--- src/rtl/load_store_unit.sv ---
// load_store_unit
//   Initiator side of the data-memory interface. Accepts one load/store at a time, turns the byte
//   address into a word index and drives a word-addressed memory with a combinational read port
//   and a write port that commits on posedge clk. Byte/half stores are read-modify-write.
//
// Ports
//   clk, rst                    clock; synchronous active-high reset
//   req_valid / req_ready       request handshake (ready only while idle)
//   req_write, req_size,        store flag, size (0 byte, 1 half, 2 word, 3 illegal),
//   req_signed, req_addr,       sign-extend flag for loads, byte address,
//   req_wdata                   right-justified store data
//   resp_valid                  one-cycle completion pulse
//   resp_rdata, resp_err        extended load result (0 for stores/errors), error flag
//   mem_read_en/addr/data       memory read port (word index)
//   mem_write_en/addr/data      memory write port (word index, full merged word)

module load_store_unit #(
   parameter int unsigned DEPTH_WORDS = 128,
   parameter bit          BIG_ENDIAN  = 1'b1
) (
   input  logic        clk,
   input  logic        rst,
   input  logic        req_valid,
   output logic        req_ready,
   input  logic        req_write,
   input  logic [1:0]  req_size,
   input  logic        req_signed,
   input  logic [31:0] req_addr,
   input  logic [31:0] req_wdata,
   output logic        resp_valid,
   output logic [31:0] resp_rdata,
   output logic        resp_err,
   output logic        mem_read_en,
   output logic [31:0] mem_read_addr,
   input  logic [31:0] mem_read_data,
   output logic        mem_write_en,
   output logic [31:0] mem_write_addr,
   output logic [31:0] mem_write_data
);

   localparam logic [1:0]  SizeByte   = 2'd0;
   localparam logic [1:0]  SizeHalf   = 2'd1;
   localparam logic [1:0]  SizeWord   = 2'd2;
   localparam logic [29:0] DepthLimit = 30'(DEPTH_WORDS);

   typedef enum logic [1:0] {StIdle, StRead, StWrite, StResp} state_e;

   state_e      state_q, state_d;
   logic [1:0]  size_q;
   logic        signed_q;
   logic        write_q;
   logic [1:0]  offset_q;
   logic [31:0] idx_q;
   logic [31:0] wr_data_q;   // store data at accept, merged word after the read of an RMW
   logic [31:0] resp_rdata_q;
   logic        resp_err_q;

   logic        accept;
   logic        req_err;
   logic [4:0]  shamt;
   logic [31:0] lane;
   logic [31:0] lane_mask;
   logic [31:0] load_data;
   logic [31:0] merged;

   assign req_ready = (state_q == StIdle) && !rst;
   assign accept    = req_ready && req_valid;

   // No wrap-around: any word index at or beyond the memory depth is an error.
   assign req_err = (req_size == 2'd3)
                 || ((req_size == SizeHalf) && req_addr[0])
                 || ((req_size == SizeWord) && (req_addr[1:0] != 2'b00))
                 || (req_addr[31:2] >= DepthLimit);

   // Bit position of the addressed lane inside the 32-bit word.
   always_comb begin
      shamt = 5'd0;
      if (size_q != SizeWord) begin
         if (BIG_ENDIAN) begin
            if (size_q == SizeByte) shamt = {2'(2'd3 - offset_q), 3'b000};
            else                    shamt = {2'(2'd2 - offset_q), 3'b000};
         end else begin
            shamt = {offset_q, 3'b000};
         end
      end
   end

   assign lane      = mem_read_data >> shamt;
   assign lane_mask = ((size_q == SizeByte) ? 32'h0000_00FF : 32'h0000_FFFF) << shamt;
   assign merged    = (mem_read_data & ~lane_mask) | ((wr_data_q << shamt) & lane_mask);

   always_comb begin
      load_data = mem_read_data;
      unique case (size_q)
         SizeByte: load_data = {{24{signed_q & lane[7]}}, lane[7:0]};
         SizeHalf: load_data = {{16{signed_q & lane[15]}}, lane[15:0]};
         default:  load_data = mem_read_data;
      endcase
   end

   always_comb begin
      state_d = state_q;
      unique case (state_q)
         StIdle: begin
            if (accept) begin
               if (req_err)                    state_d = StResp;
               else if (!req_write)            state_d = StRead;
               else if (req_size == SizeWord)  state_d = StWrite;
               else                            state_d = StRead;
            end
         end
         StRead:  state_d = write_q ? StWrite : StResp;
         StWrite: state_d = StResp;
         StResp:  state_d = StIdle;
         default: state_d = StIdle;
      endcase
   end

   always_ff @(posedge clk) begin
      if (rst) begin
         state_q      <= StIdle;
         size_q       <= 2'd0;
         signed_q     <= 1'b0;
         write_q      <= 1'b0;
         offset_q     <= 2'd0;
         idx_q        <= 32'd0;
         wr_data_q    <= 32'd0;
         resp_rdata_q <= 32'd0;
         resp_err_q   <= 1'b0;
      end else begin
         state_q <= state_d;
         unique case (state_q)
            StIdle: begin
               if (accept) begin
                  size_q    <= req_size;
                  signed_q  <= req_signed;
                  write_q   <= req_write;
                  offset_q  <= req_addr[1:0];
                  idx_q     <= {2'b00, req_addr[31:2]};
                  wr_data_q <= req_wdata;
                  if (req_err) begin
                     resp_rdata_q <= 32'd0;
                     resp_err_q   <= 1'b1;
                  end
               end
            end
            StRead: begin
               if (write_q) begin
                  wr_data_q <= merged;
               end else begin
                  resp_rdata_q <= load_data;
                  resp_err_q   <= 1'b0;
               end
            end
            StWrite: begin
               resp_rdata_q <= 32'd0;
               resp_err_q   <= 1'b0;
            end
            default: ;
         endcase
      end
   end

   // Strobes are gated by rst so an in-flight write never commits during reset.
   assign mem_read_en    = (state_q == StRead) && !rst;
   assign mem_write_en   = (state_q == StWrite) && !rst;
   assign mem_read_addr  = idx_q;
   assign mem_write_addr = idx_q;
   assign mem_write_data = wr_data_q;
   assign resp_valid     = (state_q == StResp) && !rst;
   assign resp_rdata     = resp_rdata_q;
   assign resp_err       = resp_err_q;

endmodule

--- config.mk ---
export PLATFORM = sky130hd
export DESIGN_NAME = load_store_unit
export DESIGN_NICKNAME = d
export VERILOG_FILES = /design/src/rtl/load_store_unit.sv
export SDC_FILE = /design/constraint.sdc
export NUM_CORES = 1
export LEC_CHECK = 0
export BUFFER_PORTS_ARGS = -buffer_cell sky130_fd_sc_hd__buf_2
export CORE_MARGIN = 5
export CORE_UTILIZATION = 44
export DETAILED_ROUTE_END_ITERATION = 10
export PLACE_DENSITY_LB_ADDON = 0.2
export SETUP_SLACK_MARGIN = 0.5
export SLEW_MARGIN = 15
export SYNTH_ARGS = -nofsm -noshare
export SYNTH_HDL_FRONTEND = slang
export SYNTH_SLANG_ARGS = --single-unit
--- constraint.sdc ---
create_clock -name clk -period 2 [get_ports clk]
set_input_delay 0.3 -clock clk [delete_from_list [all_inputs] [get_ports clk]]
set_output_delay 0.3 -clock clk [all_outputs]
set_load 0.02 [all_outputs]
After elaboration in Yosys (flattened, before gate mapping)

Index checks and enable logic that the tools add are counted.

Output and inout bits: 133
Logic and storage cells: 73
Input port bits: 103
Register bits: 103

$lt $le $gt $ge: 1
Muxes and demuxes: 21
Reduce and logical (&&, ||, !) cells: 19
$add $sub $neg: 2
Bitwise operators: 6
Shift-type cells: 3
Equality and inequality tests: 12

Operator list:

| operator              | number |
|---|---|
| $mux W32              | 5 |
| $pmux W32 S2          | 2 |
| $pmux W32 S3          | 1 |
| $and A32 B32 Y32      | 2 |
| $not A32 Y32          | 1 |
| $or A32 B32 Y32       | 1 |
| $shl A16 B5 Y32       | 1 |
| $shl A32 B5 Y32       | 1 |
| $shr A32 B5 Y16       | 1 |
| $ge A30 B8 Y1 const B | 1 |
| $mux W16              | 1 |
| $mux W5               | 2 |
| $ne A2 B2 Y1 const B  | 5 |
| $eq A2 B2 Y1 const B  | 4 |
| $mux W2               | 4 |
| $pmux W2 S4           | 1 |
| $logic_and A1 B1 Y1   | 7 |
| $eq A2 B1 Y1 const B  | 3 |
| $logic_not A2 Y1      | 2 |
| $mux W1               | 4 |
| $reduce_and A4 Y1     | 1 |
| $reduce_bool A2 Y1    | 2 |
| $sub A2 B2 Y2 const A | 2 |
| $logic_or A1 B1 Y1    | 3 |
| other kinds (6)       | 7 |

Depth between registers and ports, before layout

Word-level depth: 9
Gate-level depth with buffers: 9
Depth with buffers taken out: 7

Worst setup path after synthesis

No wires, ideal clock.

Path kind: reg2reg
From: reg state_q[1]
To: reg resp_rdata_q[19] (netlist: resp_rdata[19])
Library setup time: 0.092 ns
Clock period less this slack: 2.052 ns
Cell stages (with the launch flop): 10
Arrival: 1.960 ns
Slack: -0.052 ns
Path buffers: 3
Data required time: 1.908 ns
Cell sequence: dfxtp_1 -> inv_1 -> ha_1 -> buf_2 -> a221oi_2 -> o31ai_1 -> or3_1 -> clkbuf_1 -> buf_4 -> o32ai_1

Cells in the longest elaborated chain, start to end: 5
Elaborated cells on any way between the ends: 11
Those cells by class: 5 x eq/ne; 1 x mux; 5 x reduce/logical

RTL lines:

| element                     | RTL line | source |
|---|---|---|
| from (decl)                 | 48       | `state_e state_q, state_d;` |
| from (signal assigned)      | 121      | `state_q <= StIdle;` |
| from (signal assigned)      | 131      | `state_q <= state_d;` |
| $logic_not A2 Y1            | 66, 132  |  |
| $logic_and A1 B1 Y1         | 66       | `assign req_ready = (state_q == StIdle) && !rst;` |
| $logic_and A1 B1 Y1         | 67       | `assign accept = req_ready && req_valid;` |
| $ne A2 B2 Y1 (no line)      | --       |  |
| $reduce_and A4 Y1 (no line) | --       |  |
| to (signal assigned)        | 151      | `resp_rdata_q <= load_data;` |
| to (decl)                   | 55       | `logic [31:0] resp_rdata_q;` |

Several ways; a longest one is shown, not always the timed one.
A chain may end at the register's enable or synchronous reset.

Worst setup path after layout

From: reg state_q[1]
To: reg resp_rdata_q[10] (netlist: resp_rdata[10])

Same word-level chain as after synthesis.

==> impl_metrics.toml <==
[floorplanning]
initial_utilization = 0.451
die-area_um2 = 15400
rows = 41
die_y_um = 124
ios = 236
die_w_um = 124
core_area_um2 = 12700

[outcome]
status = "finished with violations"
violations = "negative setup slack"

[synth]
yosys.area_share.simple = 0.186
synthCells = 694
synth-xor-area-share = 0.00153
async_reset_ff_frac = 0
ys_ff_latch = 103
synth_warnings = 0
synth_area_um2 = 5740
synth-compound-area-share = 0.303
synth_top_flop_cell = "dfxtp_1"
synth_edf_count = 0
synth_adder_area_share = 0.0109
synth-seq-area-share = 0.359
synth.mux.area_fraction = 0.0174
ys_types = 60
syn_avg_cell_area_um2 = 8.27
synth_top_family_by_area = "compound AO/OA/AOI/OAI gates"

[routing]
drt_iter0_markers = 561
final_antenna_net_count = 0
firstDrtPassIters = 6
viasPerCell = 6.01
wl_per_cell_um = 22.6
routed_wl_um = 26000
vias = 6911
drcViolationCount = 0

[placement]
place_hpwl_um = 15800
post-place-ws_ps = -102
gp_congestion = 0.942
io_buffers = 231

[timing]
timing.setup.tns_ps = -2.27
relSlewSlack = 0.625
timing.final.ws_setup_ps = -2.27
fmax_mhz = 499
finClkSkew_ps = 10.7
setup_violations = 1
fin_crit_ps = 2000
rsz0062_at_grt = "true"
tightest_slew_ps = 563
period_share = 1.00
hold_viol = 0
final_max_slew_viol_count = 0

[clock_network]
clkTransAtPathRegs_ps = 80
htreeDepth = 3
cts_root_buffer = "clkbuf_16"
cts.path.max_buffers = 2
cts_tree = "done"
clock_latency_ps = 360
cts_buffers = 9
clkSinkCount = 103
hold_buffers = 0

[layout]
drive_gt1_frac = 0.641
finalNetCount = 1081
n_antenna_cell = 0
nFillCells = 786
synthToLayoutAreaGrowth_pct = 78.4

[global_routing]
grt_pass1_vias = 6760
grt_use_total = 0.296
overflow = 0
antenna_found_initial = 0
grt_max_degree = 49
grt_pass1_wl_um = 37100

[worst_setup_path]
r2r_end = "resp_rdata[10]"
arrival_ps = 2280
r2r-start = "state_q[1]"
r2r_cells = 7
endpoint_kind = "flip-flop"
cp_max_fo = 8
cp_data_required_time_ps = 2280
r2r_setup_slack_ps = -2
start_kind = "flip-flop"
criticalPathCategory = "flip-flop to flip-flop"

[pwr]
switching_power_mw = 6.75
internal_power_mw = 8.35
seq_power_share = 0.205
cellPowerDensity_nw_per_um2 = 1470
clockPowerShare = 0.121
power_leakage_nw = 4.31
combPwrFrac = 0.675
ir_drop_v = 0.000800
switching_share = 0.447

[min_path]
holdPathStages = 3
min_to = "mem_read_addr[4]"
hold_start = "req_addr[6]"
hp-class = "input pin to flip-flop"

[run]
cap_violations = 0
-- through the flow --
step | power (mW) | std cells | hold WS [ps] | instance area, um2 | util
6_report | 15.1 | 1150 | 149 | 10200 | 0.805
5_1_grt | 15.7 | 1150 | 148 | 10200 | 0.805
4_1_cts | 12.9 | 1120 | 140 | 8890 | 0.699
3_5_place_dp | 8.65 | 1054 | 455 | 7290 | 0.573
3_3_place_gp | 8.51 | 1054 | 452 | 7290 | 0.573
2_1_floorplan | 7.14 | 697 | 408 | 6150 | -
-- Yosys cell counts (all sizes together), types with 2 or more instances --
library cell / instances / share of area
nand3: 10 / 0.0096
dfxtp: 103 / 0.36
buf: 61 / 0.074
a211o: 2 / 0.0031
a211oi: 33 / 0.043
and2: 3 / 0.0033
o211a: 7 / 0.012
nor2: 75 / 0.051
nand2b: 34 / 0.037
o211ai: 9 / 0.012
a311oi: 31 / 0.047
a31oi: 3 / 0.0059
inv: 39 / 0.026
or3: 3 / 0.0041
o21ai: 51 / 0.044
a222oi: 5 / 0.0087
mux2: 8 / 0.016
o22ai: 8 / 0.0087
nand3b: 8 / 0.010
nor3: 5 / 0.0063
o31ai: 6 / 0.0078
a221oi: 3 / 0.0057
a221o: 8 / 0.014
o32ai: 24 / 0.050
nor4: 13 / 0.014
clkbuf: 33 / 0.022
nor4bb: 2 / 0.0035
o21a: 2 / 0.0026
o2bb2ai: 7 / 0.011
ha: 5 / 0.011
nor2b: 6 / 0.0065
a21oi: 23 / 0.021
nand2: 50 / 0.033
-- power groups by stage --
stage          logic [mW]  clock network, mW  registers [mW]
2_1_floorplan        3.77                  0            3.37
3_3_place_gp         5.55                  0            2.96
3_5_place_dp         5.67                  0            2.98
4_1_cts              8.05               1.82            3.00
5_1_grt              10.6               1.93            3.14
6_report             10.2               1.82            3.09
-- kinds of logic after synthesis --
kind of cell             count (synthesis)
adder cells (fa/ha/maj)                  5
buffers and inverters                  134
multiplexers                             9
AND/OR/NAND/NOR                        215
AO/OA/AOI/OAI                          226
XOR/XNOR                                 1
flip-flops                             103
other                                    1
-- worst max-delay path, stage by stage, from the launching register on --
cell and delay [ps]:
dfxtp_4 380, inv_6 50, ha_4 180, a221oi_4 310
o31ai_2 130, or3_4 460, clkbuf_16 210, o32ai_4 200
-- metal layers --
metal / track usage / routed length [um]
met5: 0 / 0
met2: 0.477 / 12500
met4: 0.132 / 1080
met3: 0.0617 / 1920
met1: 0.381 / 10500
-- final cells by class --
| cell class | count | area (um2) | area share |
|---|---|---|---|
| Tap cell | 172 | 215 | 0.0210 |
| Multi-Input combinational cell | 461 | 4550 | 0.444 |
| Clock inverter | 5 | 47.5 | 0.00464 |
| Inverter | 40 | 173 | 0.0169 |
| Sequential cell | 103 | 2080 | 0.203 |
| Clock buffer | 11 | 253 | 0.0247 |
| Timing Repair Buffer | 358 | 2920 | 0.285 |
-- cell usage in the layout (no fill, tap or decap), drive strengths merged, types with 2 or more instances in the layout --
master,count
buf,353
dfxtp,103
nor2,75
o21ai,51
nand2,50
inv,42
nand2b,34
a211oi,33
a311oi,31
a21oi,24
o32ai,24
clkbuf,15
nor4,13
nand3,10
o211ai,9
nand3b,8
o22ai,8
a221o,8
mux2,8
o2bb2ai,7
o211a,7
nor2b,6
o31ai,6
a222oi,5
ha,5
nor3,5
conb,4
or3,3
and2,3
a31oi,3
a221oi,3
nor4bb,2
clkinv,2
o21a,2
a211o,2
-- timing repair --
action                                  CTS  global route
pin swaps                                76            87
setup buffers                            35            26
endpoints found under the setup margin  106           107
gates resized for setup                 183           220
cloned                                   15             4
-- how the worst max path moves through the flow --
stage | slack [ps] | depth (start not counted) | endpoint | startpoint
after detailed placement | -100 | 8 | resp_rdata[6] | req_addr[13]
final | -2 | 7 | resp_rdata[10] | state_q[1]
after floorplan | 50 | 8 | resp_rdata[21] | size_q[0]
after CTS | 40 | 10 | resp_rdata[26] | offset_q[0]
after global routing | -30 | 7 | resp_rdata[12] | state_q[1]
after global placement | -70 | 8 | resp_rdata[7] | req_addr[13]
Power figures use the tool's default switching activity.
